File: src/rtl/fwd_hazard_unit.sv
// Operand forwarding and load-use stall control for the ID/EX boundary.
// Define FWD_STALL_COUNT_EN to build the saturating stall-cycle counter on stall_cnt.
module fwd_hazard_unit #(
  parameter int DATA_W     = 32,
  parameter int REG_AW     = 5,
  parameter int HIST_DEPTH = 2,
  parameter int LOAD_LAT   = 1
) (
  input  logic              clk,
  input  logic              reset,
  input  logic [REG_AW-1:0] id_rs,
  input  logic [REG_AW-1:0] id_rt,
  input  logic              id_use_rs,
  input  logic              id_use_rt,
  input  logic [DATA_W-1:0] rf_rs_data,
  input  logic [DATA_W-1:0] rf_rt_data,
  input  logic              ex_wr,
  input  logic [REG_AW-1:0] ex_dest,
  input  logic [DATA_W-1:0] ex_result,
  input  logic              ex_load,
  input  logic              mem_wr,
  input  logic [REG_AW-1:0] mem_dest,
  input  logic [DATA_W-1:0] mem_result,
  output logic [DATA_W-1:0] op_a,
  output logic [DATA_W-1:0] op_b,
  output logic [1:0]        fwd_sel_a,
  output logic [1:0]        fwd_sel_b,
  output logic              stall,
  output logic [31:0]       stall_cnt
);

  typedef enum logic [0:0] {IDLE = 1'b0, HOLD = 1'b1} state_t;

  function automatic logic op_match(input logic use_op, input logic wr,
                                    input logic [REG_AW-1:0] dest, input logic [REG_AW-1:0] addr);
    return use_op && wr && (dest == addr) && (addr != {REG_AW{1'b0}});
  endfunction

  // Returns {sel, data}; a load in EX is never a source, so it falls through to MEM/history/RF.
  function automatic logic [DATA_W+1:0] resolve(
    input logic [REG_AW-1:0]                   addr,
    input logic                                use_op,
    input logic [DATA_W-1:0]                   rf_data,
    input logic                                ex_hit,
    input logic                                ex_is_load,
    input logic [DATA_W-1:0]                   ex_data,
    input logic                                mem_hit,
    input logic [DATA_W-1:0]                   mem_data,
    input logic [HIST_DEPTH-1:0]               hv,
    input logic [HIST_DEPTH-1:0][REG_AW-1:0]   hd,
    input logic [HIST_DEPTH-1:0][DATA_W-1:0]   hdata
  );
    logic              hist_hit;
    logic [DATA_W-1:0] hist_val;
    logic [1:0]        sel;
    logic [DATA_W-1:0] val;
    hist_hit = 1'b0;
    hist_val = rf_data;
    for (int i = HIST_DEPTH - 1; i >= 0; i--) begin
      if (op_match(use_op, hv[i], hd[i], addr)) begin
        hist_hit = 1'b1;
        hist_val = hdata[i];
      end else begin
        hist_hit = hist_hit;
        hist_val = hist_val;
      end
    end
    if (ex_hit && !ex_is_load) begin
      sel = 2'd1;
      val = ex_data;
    end else if (mem_hit) begin
      sel = 2'd2;
      val = mem_data;
    end else if (hist_hit) begin
      sel = 2'd3;
      val = hist_val;
    end else begin
      sel = 2'd0;
      val = rf_data;
    end
    return {sel, val};
  endfunction

  logic [HIST_DEPTH-1:0]             hist_valid_r;
  logic [HIST_DEPTH-1:0][REG_AW-1:0] hist_dest_r;
  logic [HIST_DEPTH-1:0][DATA_W-1:0] hist_data_r;
  logic                              ex_hit_a_s, ex_hit_b_s, mem_hit_a_s, mem_hit_b_s;
  logic                              hazard_s;
  logic [DATA_W+1:0]                 res_a_s, res_b_s;
  state_t                            state_r, state_nxt_s;
  logic [2:0]                        cnt_r, cnt_nxt_s;
  logic                              stall_s;

  assign ex_hit_a_s  = op_match(id_use_rs, ex_wr, ex_dest, id_rs);
  assign ex_hit_b_s  = op_match(id_use_rt, ex_wr, ex_dest, id_rt);
  assign mem_hit_a_s = op_match(id_use_rs, mem_wr, mem_dest, id_rs);
  assign mem_hit_b_s = op_match(id_use_rt, mem_wr, mem_dest, id_rt);
  assign hazard_s    = (ex_hit_a_s || ex_hit_b_s) && ex_load;

  assign res_a_s = resolve(id_rs, id_use_rs, rf_rs_data, ex_hit_a_s, ex_load, ex_result,
                           mem_hit_a_s, mem_result, hist_valid_r, hist_dest_r, hist_data_r);
  assign res_b_s = resolve(id_rt, id_use_rt, rf_rt_data, ex_hit_b_s, ex_load, ex_result,
                           mem_hit_b_s, mem_result, hist_valid_r, hist_dest_r, hist_data_r);

  // Operand outputs; reset forces the plain register-file path.
  always_comb begin
    if (reset) begin
      op_a      = rf_rs_data;
      op_b      = rf_rt_data;
      fwd_sel_a = 2'd0;
      fwd_sel_b = 2'd0;
    end else begin
      {fwd_sel_a, op_a} = res_a_s;
      {fwd_sel_b, op_b} = res_b_s;
    end
  end

  // Retired-write history; shifts every cycle, stall or not.
  always_ff @(posedge clk or posedge reset) begin
    if (reset) begin
      hist_valid_r <= {HIST_DEPTH{1'b0}};
      hist_dest_r  <= {(HIST_DEPTH*REG_AW){1'b0}};
      hist_data_r  <= {(HIST_DEPTH*DATA_W){1'b0}};
    end else begin
      for (int i = HIST_DEPTH - 1; i >= 1; i--) begin
        hist_valid_r[i] <= hist_valid_r[i-1];
        hist_dest_r[i]  <= hist_dest_r[i-1];
        hist_data_r[i]  <= hist_data_r[i-1];
      end
      hist_valid_r[0] <= mem_wr && (mem_dest != {REG_AW{1'b0}});
      hist_dest_r[0]  <= mem_dest;
      hist_data_r[0]  <= mem_result;
    end
  end

  // Stall FSM state and countdown register.
  always_ff @(posedge clk or posedge reset) begin
    if (reset) begin
      state_r <= IDLE;
      cnt_r   <= 3'd0;
    end else begin
      state_r <= state_nxt_s;
      cnt_r   <= cnt_nxt_s;
    end
  end

  // Stall FSM next state; HOLD ignores new hazards since EX carries bubbles then.
  always_comb begin
    state_nxt_s = state_r;
    cnt_nxt_s   = cnt_r;
    stall_s     = 1'b0;
    case (state_r)
      IDLE: begin
        if (hazard_s) begin
          stall_s = 1'b1;
          if (LOAD_LAT > 1) begin
            state_nxt_s = HOLD;
            cnt_nxt_s   = 3'(LOAD_LAT - 1);
          end else begin
            state_nxt_s = IDLE;
          end
        end else begin
          stall_s = 1'b0;
        end
      end
      HOLD: begin
        stall_s   = 1'b1;
        cnt_nxt_s = cnt_r - 3'd1;
        if (cnt_r <= 3'd1) begin
          state_nxt_s = IDLE;
        end else begin
          state_nxt_s = HOLD;
        end
      end
      default: begin
        state_nxt_s = IDLE;
        cnt_nxt_s   = 3'd0;
      end
    endcase
  end

  assign stall = stall_s && !reset;

`ifdef FWD_STALL_COUNT_EN
  logic [31:0] stall_cnt_r;

  // Saturating count of stalled cycles.
  always_ff @(posedge clk or posedge reset) begin
    if (reset) begin
      stall_cnt_r <= 32'd0;
    end else if (stall && (stall_cnt_r != 32'hFFFF_FFFF)) begin
      stall_cnt_r <= stall_cnt_r + 32'd1;
    end else begin
      stall_cnt_r <= stall_cnt_r;
    end
  end

  assign stall_cnt = stall_cnt_r;
`else
  assign stall_cnt = 32'd0;
`endif

endmodule
File: config.mk
export PLATFORM = sky130hd
export DESIGN_NAME = fwd_hazard_unit
export DESIGN_NICKNAME = d
export VERILOG_FILES = /design/src/rtl/fwd_hazard_unit.sv
export SDC_FILE = /design/constraint.sdc
export NUM_CORES = 1
export LEC_CHECK = 0
export ABC_AREA = 1
export CORE_ASPECT_RATIO = 1.5
export CORE_UTILIZATION = 25
export CTS_BUF_LIST = sky130_fd_sc_hd__clkbuf_8
export CTS_CLUSTER_DIAMETER = 80
export DETAILED_ROUTE_END_ITERATION = 12
export PLACE_DENSITY = 0.58
export SYNTH_ARGS = -nofsm -noshare
export SYNTH_HDL_FRONTEND = slang
export SYNTH_SLANG_ARGS = --single-unit
File: constraint.sdc
create_clock -name clk -period 8 [get_ports clk]
set_clock_uncertainty 0.15 [all_clocks]
set_input_delay 1.6 -clock clk [delete_from_list [all_inputs] [get_ports clk]]
set_output_delay 1.6 -clock clk [all_outputs]
set_load 0.02 [all_outputs]
After elaboration in Yosys (flattened, before gate mapping) --
Cells that the tools add are included.
Storage, ports and cells: register bits 80, bits of input ports 155, output and inout port bits 101, word-level logic and storage cells 81
Operators by class: $add $sub $neg 1, $lt $le $gt $ge 1, equality and inequality tests 8, muxes and demuxes 28, bitwise logic cells 1, reduce and logical (&&, ||, !) cells 35
Operators with widths (count):
- $mux W32 | 12
- $eq A5 B5 Y1 | 8
- $logic_and A1 B1 Y1 | 29
- $mux W2 | 8
- $reduce_bool A5 Y1 | 3
- $mux W1 | 6
- $pmux W1 S2 | 2
- $le A3 B1 Y1 const B | 1
- $sub A3 B1 Y3 const B | 1
- $logic_not A1 Y1 | 2
- $logic_or A1 B1 Y1 | 1
- $not A1 Y1 | 1

Longest topological paths before layout --
Gate-level depths: netlist of run 1.
depth in word-level cells 9, depth in mapped cells 15, gate-level depth less buffers 14

Worst setup path after synthesis of run 1 --
OpenSTA, ideal clock, no wires.
path kind input to output, from in reset, to out op_a[24], data arrival time 5.187 ns, slack 1.063 ns, cell stages on the path 8, path buffers 3, path through clkbuf_1 > inv_1 > clkbuf_1 > clkbuf_1 > o21ai_0 > inv_1 > nand2_1 > nand2_1
On the way: word-level cells in the longest chain between the ends 1
Ends and longest elaborated chain:
- from (decl) | RTL line 10 | input logic reset,
- $mux W32 | RTL line 107 | if (reset) begin
- to (decl) | RTL line 24 | output logic [DATA_W-1:0] op_a,
Every way passes these cells.

Worst setup path in the final report of run 1 --
from in id_rt[3], to out op_b[7]
On the way: word-level cells in the longest chain between the ends 9, elaborated cells between the ends (all ways) 22
Ends and longest elaborated chain:
- from (decl) | RTL line 12 | input logic [REG_AW-1:0] id_rt,
- $eq A5 B5 Y1 | RTL line 36 | return use_op && wr && (dest == addr) && (addr != {REG_AW{1'b0}});
- $logic_and A1 B1 Y1 (2 in series) | RTL line 36
- $mux W32 or $mux W1 (tied branches) (2 in series) | RTL line 60 | if (op_match(use_op, hv[i], hd[i], addr)) begin
- $mux W32 | RTL line 74 | end else if (hist_hit) begin
- $mux W32 | RTL line 71 | end else if (mem_hit) begin
- $mux W32 * | RTL line 68 | if (ex_hit && !ex_is_load) begin
- $mux W32 * | RTL line 107
- to (decl) | RTL line 25 | output logic [DATA_W-1:0] op_b,
Every way passes the cells marked *; elsewhere a longest branch is shown, timed or not.

==> results.toml, run 1 <==
[run_status]
outcome = "finished clean"

[drt]
vias = 8619
dr.pass1.iters = 5
postRouteAntennaNets = 0
wirelength_um = 30800
drt-initial-drc-count = 421
post-route-drc-count = 0
routedWlPerCell_um = 15.9
viasPerCell = 4.45

[sta]
relSlewSlack_pct = 45.7
finalMaxSlewViolations = 0
hold_slack_ns = 0.231
final.min_clock_period_ns = 7.07
fin_crit_sh_pct = 88.3
finalHoldViolations = 0
fmax_mhz = 142
rsz0062_at_grt = "no"
worst_pin_slew_ns = 0.815
setup_ws_ns = 0.934
setup_viol = 0
timing.setup.tns_ns = 0

[cts]
insertion_delay_ns = 0.39
htree_levels = 3
cts_repair_resize_count = 0
clk_root_buffer_cell = "clkbuf_8"
clkSinkCount = 80
cts_setup_buffers = 0
cts_tree = "built"
postCtsHoldBufs = 0
path_clk_slew_ns = 0.10
numCtsBuffers = 9
ctsLongestPathBuffers = 2

[placement]
place_inst = 1921
io_buffers = 223
hpwl_um = 22300
place_ws_ns = 1.00
placed_cell_area_mm2 = 0.0100
gp_congestion = 0.874

[die]
core_area_mm2 = 0.0304
dieWidth_um = 146
fp.dieArea_mm2 = 0.0316
rows = 78
ioPinCount = 256
die_h_um = 217
start_util_pct = 25.5

[synth]
yosys_register_bits = 80
yosysWarnings = 0
dominantRegCellSynth = "dfrtp_1"
ys_seq_area_share_pct = 25.9
async_flop_share_pct = 100
synth_edf_count = 0
syn_avg_cell_area_um2 = 5.71
synth_area_mm2 = 0.00773
yosysUniqueCellTypes = 29
synth_cells = 1353

[setup_path]
cp.arrival_ns = 5.32
regToRegSetupSlack_ns = 6.82
crit_path_end_kind = "output pin"
cp_data_required_time_ns = 6.25
critPathLaunchType = "input port"
critPathKind = "input port to output pin"
cp_max_fo = 50

[power]
irDropWorstVdd_mv = 0.0636
total_power_mw = 1.10
p_per_area_mw_per_mm2 = 108
p_int_uw = 705
swShare_pct = 36.1
pwr-share-comb_pct = 34.3
leakagePower_nw = 5.62
switchingPower_uw = 398
clkPwrFrac_pct = 26.1
power.share.sequential_pct = 39.6

[hold_path]
min_path_type = "register to register"

[cells_and_area]
final_util_pct = 33.7
final_area_mm2 = 0.0102
drive_gt1_share_pct = 4.16
area_delta_synth_final_pct = 32.3
finalNetCount = 1689
n_fill_cell = 3361
instances_no_fill = 1938

[global_routing]
grt_pass1_wl_um = 47500
grt_usage_pct = 19.5
first_global_vias = 8534
antenna_found_initial = 1
grt_max_degree = 78
grt.overflow.total = 0

[run]
drv_cap = 0
layout by cell type, fill, tap and decap left out:
master	Yosys	final
nand2_1	578	578
clkdlybuf4s50_1	0	222
inv_1	198	197
nor2_1	94	94
o21ai_0	92	92
nand3_1	91	90
dfrtp_1	80	80
nand3b_1	67	67
conb_1	1	32
inv_2	15	15
buf_4	43	11
clkbuf_8	0	9
a21oi_1	7	7
nor2_4	6	6
nand3_2	5	6
xor2_1	3	3
xnor2_1	3	3
nand4_1	3	3
clkinv_2	0	3
nand2_2	2	2
nand2_4	2	2
nand3_4	2	2
a21oi_4	2	2
ha_1	2	2
clkinvlp_4	0	2
diode_2	0	1
o22ai_1	1	1
nor3_1	1	1
inv_4	0	1
clkinv_1	1	1
inv_6	0	1
clkinv_4	0	1
buf_2	25	1
final cells by class:
| cell class | instances | area [µm²] | area share [%] |
|---|---|---|---|
| multi-input combinational | 993 | 4430 | 43.3 |
| clock buffer | 9 | 124 | 1.21 |
| clock inverter | 7 | 47.5 | 0.465 |
| antenna | 1 | 2.50 | 0.0245 |
| inverter | 214 | 806 | 7.88 |
| sequential | 80 | 2000 | 19.6 |
| timing repair buffer | 234 | 2310 | 22.6 |
| tap | 400 | 500 | 4.90 |
cell usage after synthesis (3+ instances only):
cell type / count / share of area [%]
o21ai_0: 92 / 6.0
inv_1: 198 / 9.6
xnor2_1: 3 / 0.34
dfrtp_1: 80 / 26
nor2_4: 6 / 0.87
a21oi_1: 7 / 0.45
buf_6: 7 / 1.0
nand3b_1: 67 / 6.5
inv_2: 15 / 0.73
xor2_1: 3 / 0.34
buf_2: 25 / 1.6
nand3_1: 91 / 5.9
clkbuf_2: 3 / 0.19
nor2_1: 94 / 4.6
nand2_1: 578 / 28
nand4_1: 3 / 0.24
clkbuf_1: 17 / 0.83
nand3_2: 5 / 0.65
buf_4: 43 / 4.2
cells by family after synthesis:
kind of cell	after synthesis	synth area share, %
AO/OA/AOI/OAI	102	6.91
other	1	0.0485
XOR/XNOR	6	0.680
buffers and inverters	311	18.3
AND/OR/NAND/NOR	851	47.8
adder cells (fa/ha/maj)	2	0.324
flip-flops	80	25.9
worst max-delay path, cell delays in order:
cell and delay (ns):
clkdlybuf4s50_1 0.55, a21oi_1 0.36, nand2_1 0.15, nor2_4 0.43, nand2_4 0.53, a21oi_4 0.66
nand2_1 0.11, nand2_1 0.09, nand2_1 0.05, nand2_1 0.13, clkdlybuf4s50_1 0.63
path summary, 6_finish.rpt:
check	end	startpoint	cells after the start
min in group asynchronous	hist_data_r[18]	reset	2
worst max-delay path	op_b[7]	id_rt[3]	11
max in group asynchronous	hist_data_r[10]	reset	3
worst max register to register	cnt_r[2]	cnt_r[0]	5
worst min-delay path	hist_data_r[52]	hist_data_r[20]	0
worst min register to register	hist_data_r[52]	hist_data_r[20]	0
registers in the layout, indices dropped and copies added (netlist names):
register,flops
cnt_r,3
hist_data_r,64
hist_dest_r,10
hist_valid_r,2
state_r,1
power groups by stage:
stage | combinational, mW | clock, mW | sequential [mW]
2_1_floorplan | 0.198 | 0 | 0.440
3_3_place_gp | 0.380 | 0 | 0.444
3_5_place_dp | 0.379 | 0 | 0.445
4_1_cts | 0.381 | 0.298 | 0.437
5_1_grt | 0.413 | 0.314 | 0.439
6_report | 0.378 | 0.288 | 0.436
routing by layer:
metal | wire length, µm | up-vias | global-route usage [%]
met5 | 0 | - | 0
met4 | 1360 | 0 | 9.93
met1 | 12200 | 3882 | 21.4
met3 | 1110 | 76 | 2.10
met2 | 16000 | 287 | 36.8
li1 | - | 4374 | -
Note: power is estimated with default switching activity, not from simulation.
==> inputs of run 2 (changes only) <==
--- a/config.mk
+++ b/config.mk
@@ -7,11 +7,11 @@
 export LEC_CHECK = 0
 export ABC_AREA = 1
 export CORE_ASPECT_RATIO = 1.5
-export CORE_UTILIZATION = 25
+export CORE_UTILIZATION = 30
 export CTS_BUF_LIST = sky130_fd_sc_hd__clkbuf_8
 export CTS_CLUSTER_DIAMETER = 80
 export DETAILED_ROUTE_END_ITERATION = 12
-export PLACE_DENSITY = 0.58
+export PLACE_DENSITY = 0.65
 export SYNTH_ARGS = -nofsm -noshare
 export SYNTH_HDL_FRONTEND = slang
 export SYNTH_SLANG_ARGS = --single-unit
==> run 2 against run 1 <==
  * Non-clock buffer count shrank 4
  * Wire length shrank 7.1%
  * Critical endpoint is now op_b[31]
  * Highest routed layer unchanged
  * Clock power grew 24%
  * Largest power group unchanged
  * First-iteration DRC count grew 19%
  * Critical path depth grew 3
==> results.toml, run 2 (synthesis results as in run 1) <==
[drt]
wirelength_um = 28600
dr.pass1.iters = 5
vias = 8634
post-route-drc-count = 0
postRouteAntennaNets = 0
routedWlPerCell_um = 15.3
viasPerCell = 4.64
drt-initial-drc-count = 501

[cells_and_area]
largest_reg_flops = 64
final_area_mm2 = 0.0102
final_util_pct = 40.3
finalNetCount = 1685
n_fill_cell = 2782
drive_gt1_share_pct = 3.91
final_common_cell = "nand2_1"
area_delta_synth_final_pct = 31.6
final_cell_mix = "578 x nand2_1, 222 x clkdlybuf4s50_1, 197 x inv_1, 94 x nor2_1, 92 x o21ai_0"
largest-register = "hist_data_r"
top_regs = "hist_data_r: 64 flops, hist_dest_r: 10 flops, cnt_r: 3 flops"

[placement]
hpwl_um = 20500
io_buffers = 223
placed_cell_area_mm2 = 0.00994
gp_congestion = 0.865

[sta]
relSlewSlack_pct = 38.1
timing.setup.tns_ns = 0
fmax_mhz = 144
rsz0062_at_grt = "no"
worst_pin_slew_ns = 0.929
final.min_clock_period_ns = 6.97
finalHoldViolations = 0
setup_viol = 0
fin_crit_sh_pct = 87.1
finalMaxSlewViolations = 0

[die]
rows = 71
start_util_pct = 30.6
dieWidth_um = 133
core_area_mm2 = 0.0252
die_h_um = 199
fp.dieArea_mm2 = 0.0264
ioPinCount = 256

[power]
irDropWorstVdd_mv = 0.0740
leakagePower_nw = 5.63
p_per_area_mw_per_mm2 = 115
total_power_mw = 1.17

[cts]
clkSinkCount = 80
cts_setup_buffers = 0
cts_tree = "built"
numCtsBuffers = 9
ctsLongestPathBuffers = 2
postCtsHoldBufs = 0
clk_root_buffer_cell = "clkbuf_8"
path_clk_slew_ns = 0.09
htree_levels = 3
insertion_delay_ns = 0.39
cts_repair_resize_count = 0

[global_routing]
grt.overflow.total = 0
antenna_found_initial = 1
first_global_vias = 8546
grt_pass1_wl_um = 45200
grt_usage_pct = 22.1
grt_max_degree = 92

[setup_path]
crit_top_cell = "nand2_1"
max_stage_delay_ns = 0.66
critPathKind = "input port to output pin"
crit_path_end_kind = "output pin"
slowest_stage = "a21oi_4"
cp_data_required_time_ns = 6.25
cp_max_fo = 50
critPathLaunchType = "input port"
critPathLaunch = "id_rt[3]"
cp_cell_sequence = "clkdlybuf4s50_1, inv_2, nand2_1, nand2_1, clkinv_1, nand2_1, nor2_4, nand2_4, a21oi_4, nand2_1, nand2_1, nand2_1, nand2_1, clkdlybuf4s50_1"
regToRegSetupSlack_ns = 6.83
cp.arrival_ns = 5.22
timing.rr.start = "cnt_r[0]"

[hold_path]
hp-start = "hist_data_r[0]"
min_path_type = "register to register"

[run_status]
outcome = "finished clean"

[run]
drv_cap = 0
run 2: cell count changes in the layout (fill, tap and decap cells not counted):
cell / change
buf_12: +1
buf_4: -5
bufinv_16: +2
clkbuf_8: +1
clkinv_2: -3
clkinv_4: -1
clkinvlp_4: +1
run 2: final timing paths:
path                              endpoint  depth (start not counted)
min reg2reg                hist_data_r[32]                          0
max in group asynchronous   hist_data_r[5]                          3
max                               op_b[31]                         14
min                        hist_data_r[32]                          0
max reg2reg                       cnt_r[2]                          5
min in group asynchronous  hist_data_r[18]                          2
run 2: worst max-delay path, delay by kind of cell:
family | cells | cell delay, ns
AOI/OAI and AO/OA | 1 | 0.66
and+or+nand+nor | 9 | 1.55
buffers and inverters | 4 | 1.40
run 2: final cells by class:
type	count	area [µm²]	area share, %
diodes	1	2.50	0.0246
clock buffers	10	138	1.35
clock inverters	6	91.3	0.898
inverters	214	806	7.92
multi-input cells	993	4430	43.5
flip-flops and latches	80	2000	19.7
well taps	328	410	4.03
repair buffers	230	2290	22.5
run 2: where the power goes:
group / switching (mW) / internal [mW] / total, mW
sequential: 0.0124 / 0.424 / 0.436
clock: 0.173 / 0.185 / 0.358
combinational: 0.204 / 0.168 / 0.372
total: 0.390 / 0.776 / 1.17
run 2: routing by layer:
layer / up-vias / wire, µm / track usage (%)
li1: 4362 / - / -
met5: - / 0 / 0
met1: 3918 / 11300 / 25.2
met4: 0 / 848 / 9.71
met2: 304 / 14900 / 40.8
met3: 50 / 1470 / 2.98
run 2: stage by stage:
stage / setup WS, ns / hold slack [ns] / std cells
2_1_floorplan: 1.06 / 0.204 / 1384
3_3_place_gp: 1.01 / 0.208 / 1845
3_5_place_dp: 1.02 / 0.216 / 1845
4_1_cts: 1.01 / 0.240 / 1861
5_1_grt: 0.759 / 0.243 / 1862
6_report: 1.03 / 0.235 / 1862
==> RTL edit 1, RTL diff (config.mk and constraints of run 1) <==
The option `FWD_STALL_COUNT_EN` is turned on by a define.
--- a/src/rtl/fwd_hazard_unit.sv
+++ b/src/rtl/fwd_hazard_unit.sv
@@ -1,5 +1,7 @@
 // Operand forwarding and load-use stall control for the ID/EX boundary.
 // Define FWD_STALL_COUNT_EN to build the saturating stall-cycle counter on stall_cnt.
+`define FWD_STALL_COUNT_EN
+
 module fwd_hazard_unit #(
   parameter int DATA_W     = 32,
   parameter int REG_AW     = 5,
Function: changed (a bounded check fails within 4 cycles, from zero or initial values and one cycle with reset high).
==> RTL edit 1 against run 1 <==
Area after synthesis grew 26%; design area rose by 25%; critical path depth rose by 1; hold slack better by 0.0048 ns; sequential cell count grew 32; total power up 26%; highest routed layer is now met5; die area grew 26%; wire length rose by 25%; largest cell class unchanged; register-to-register slack lost 1.3 ns; core utilization shrank 0.44 points; critical path type unchanged; non-clock buffer count is 29 higher; worst setup slack gained 0.19 ns; first-iteration DRC count rose by 95%.
==> RTL edit 1: results <==
group,metric,value,unit
outcome,status,"finished clean",
global_route,antenna_found_initial,4,
clocking,ctsResizeCount,0,
routing,num_vias,11000,
clocking,numCtsBuffers,9,
worst_setup_path,critPathMaxStageDelay,0.69,ns
synthesis,synth_common_cells,"nand2_1 (620), inv_1 (215), nand3_1 (114), dfrtp_1 (112), o21ai_0 (106)",
pwr,pg_seq,0.603,mW
pwr,p_comb_frac,0.292,
worst_setup_path,cp_max_fo,53,
worst_setup_path,critPathArrivalTime,5.13,ns
routing,drt_iter0_markers,819,
global_route,grtUsageTotal,0.194,
synthesis,avgSynthCellArea,6.04,um2
pwr,p_sw,0.464,mW
pwr,power.leakage,6.53,nW
finish,largest_reg_flops,64,
place,placed_area,12600,um2
place,routabilityCongestion,0.946,
clocking,clk_latency,0.41,ns
clocking,clk_pin_slew_worst_paths,0.12,ns
finish,fin_nets,1964,
routing,routedWlPerCell,16.7,um
synthesis,seq_area_frac_synth,0.288,
synthesis,ys_top_cells_by_area,"dfrtp_1 (29%), nand2_1 (24%), inv_1 (8.3%)",
finish,nFillCells,4176,
timing,relSlewSlack,0.338,
pwr,vdd_drop_max,0.0641,mV
routing,dr.pass1.iters,8,
finish,stdcell_count,2309,
global_route,grt_max_degree,102,
synthesis,synth_cell_types,32,
worst_setup_path,slowest_stage,"a21boi_4",
global_route,grt_first_pass_wirelength,59700,um
finish,drive_above_1_share,0.0497,
place,port_buffers,255,
## RTL edit 1: cell count changes after synthesis, moves of 9 or more
cell,before,now
nand3_1,91,114
xor2_1,3,17
nand4_1,3,38
o21ai_0,92,106
nand2_1,578,620
buf_2,25,35
dfrtp_1,80,112
o21ai_1,0,32
buf_4,43,6
nor2_2,0,18
nand3b_1,67,76
inv_1,198,215
## RTL edit 1: final cells by class
class,count,area (um2),area share
repair buffers,263,2610,0.204
well taps,495,619,0.0485
inverters,231,872,0.0683
multi-input cells,1189,5650,0.443
diodes,3,7.51,0.000588
clock inverters,6,68.8,0.00539
flip-flops and latches,112,2800,0.219
clock buffers,10,138,0.0108
## RTL edit 1: per-layer routing
metal / part of all wire / track usage / vias to the layer above / routed length (um)
li1: - / - / 5390 / -
met4: 0.030 / 0.0770 / 4 / 1170
met3: 0.051 / 0.0332 / 66 / 1980
met2: 0.52 / 0.354 / 383 / 20100
met1: 0.40 / 0.221 / 5166 / 15300
met5: 0.00073 / 0 / - / 28
## RTL edit 1: worst paths after layout
path,endpoint,cells past startpoint,slack [ns],start
max,op_a[11],12,1.12,id_rs[0]
min,hist_data_r[44],0,0.24,hist_data_r[12]
max reg2reg,stall_cnt[7],9,5.51,stall_cnt[0]
min reg2reg,hist_data_r[44],0,0.24,hist_data_r[12]
max in group asynchronous,stall_cnt[29],3,5.12,reset
min in group asynchronous,hist_data_r[38],2,1.16,reset
## RTL edit 1: cell families after synthesis
kind of cell	after synthesis	synth area share
fa+ha+maj	3	0.00386
buf+inv	310	0.131
flops	112	0.288
simple gates	1007	0.472
xor+xnor	26	0.0234
compound gates	153	0.0820
==> RTL edit 2, RTL diff (settings of run 1) <==
Made on the original files. Change the parameter `HIST_DEPTH` from 2 to 4.
--- a/src/rtl/fwd_hazard_unit.sv
+++ b/src/rtl/fwd_hazard_unit.sv
@@ -3,7 +3,7 @@
 module fwd_hazard_unit #(
   parameter int DATA_W     = 32,
   parameter int REG_AW     = 5,
-  parameter int HIST_DEPTH = 2,
+  parameter int HIST_DEPTH = 4,
   parameter int LOAD_LAT   = 1
 ) (
   input  logic              clk,
Behaviour: not the same (Yosys sat finds a counterexample within 4 cycles, from zero or initial values and one cycle with reset high).
==> RTL edit 2 against run 1 <==
Sequential cell count grew 76; total power is 89% higher; worst setup slack improved by 0.10 ns; sequential power grew 96%; combinational power rose by 50%; synthesized cell count is 72% higher; area after synthesis rose by 70%; wire length increased by 73%; design area grew 58%; largest cell class unchanged.
==> RTL edit 2: results <==
group,metric,value,unit
routing,drt_iter0_markers,815,
pwr,vdd_drop_max,0.0940,mV
finish,largestRegisters,"hist_data_r: 128 flops, hist_dest_r: 20 flops, hist_valid_r: 4 flops",
clocking,htree_num_levels,4,
routing,routedWlPerCell,16.8,um
place,dp_cells,3138,
worst_setup_path,ff2ff_setup_slack,6.83,ns
clocking,clk_latency,0.50,ns
finish,stdcell_count,3173,
synthesis,seq_area_frac_synth,0.298,
clocking,numCtsBuffers,17,
routing,drt-met1-wl,21400,um
worst_setup_path,cp_max_fo,33,
worst_setup_path,critPathTopFamily,"buffers and inverters",
global_route,antenna_found_initial,5,
synthesis,synth_common_cells,"nand2_1 (938), inv_1 (426), nand3_1 (271), nor2_1 (172), dfrtp_1 (156)",
finish,fin_nets,2638,
min_path,holdPathEnd,"hist_data_r[122]",
min_path,worst_hold_startpoint,"hist_data_r[90]",
finish,nFillCells,5777,
timing,worst_hold_slack,0.217,ns
worst_setup_path,slowest_stage,"clkdlybuf4s50_1",
synthesis,synth_cell_types,32,
routing,wl_met2,27500,um
worst_setup_path,critPathMaxStageDelay,0.61,ns
synthesis,avgSynthCellArea,5.62,um2
global_route,grt_first_pass_wirelength,81600,um
global_route,grt_max_degree,130,
place,routabilityCongestion,0.922,
routing,top_layer_used,"met5",
global_route,first_global_vias,14100,
outcome,status,"finished clean",
global_route,grtUsageTotal,0.201,
place,dpl.hpwl,35200,um
RTL edit 2: changes by cell type after synthesis, moves of 11 or more:
cell,delta
nand3b_1,-67
o21ai_0,+30
nand2_1,+360
inv_1,+228
clkbuf_1,+19
o21ai_1,+11
nand3_1,+180
nor2_1,+78
dfrtp_1,+76
buf_2,+38
RTL edit 2: cell families (layout without fill, tap and decap cells):
logic type	Yosys count	after routing	synth area share
and+or+nand+nor	1416	1416	0.442
other	1	35	0.000286
AOI/OAI and AO/OA	150	150	0.0590
DFF	156	156	0.298
buffers and inverters	600	732	0.195
xor gates and xnor gates	6	6	0.00401
adders and majority gates	2	2	0.00191
RTL edit 2: layout make-up:
class | count | share of cell area
clock buffer | 18 | 0.0153
tap | 676 | 0.0523
timing repair buffer | 250 | 0.151
inverter | 450 | 0.105
sequential | 156 | 0.242
clock inverter | 14 | 0.0111
antenna | 3 | 0.000465
multi-input combinational | 1606 | 0.424
RTL edit 2: per-stage QoR:
| stage | util | cell area, um2 | setup WS (ns) |
|---|---|---|---|
| detailed placement | 0.304 | 15700 | 1.06 |
| floorplan | - | 13200 | 1.36 |
| finish | 0.313 | 16200 | 1.03 |
| global route | 0.313 | 16200 | 0.746 |
| global placement | 0.304 | 15700 | 1.05 |
| CTS | 0.313 | 16200 | 1.03 |
RTL edit 2: worst max path at each step:
| stage | end | slack [ns] | from |
|---|---|---|---|
| detailed placement | op_a[1] | 1.06 | id_rs[0] |
| floorplan | op_a[24] | 1.36 | reset |
| CTS | op_a[1] | 1.03 | id_rs[0] |
| finish | op_a[27] | 1.03 | id_rs[3] |
| global placement | op_a[1] | 1.05 | id_rs[0] |
| global route | op_a[3] | 0.75 | id_rs[0] |
RTL edit 2: metal layers:
| metal | vias up | track usage |
|---|---|---|
| met3 | 104 | 0.0266 |
| met5 | - | 0 |
| met2 | 452 | 0.370 |
| met4 | 4 | 0.0860 |
| met1 | 6424 | 0.230 |
| li1 | 7154 | - |
RTL edit 2: power by group:
group	total [mW]	internal (mW)	leakage (nW)	switching, mW
Clock	0.666	0.344	0.222	0.323
Sequential	0.854	0.827	1.83	0.0274
Combinational	0.567	0.215	7.23	0.352
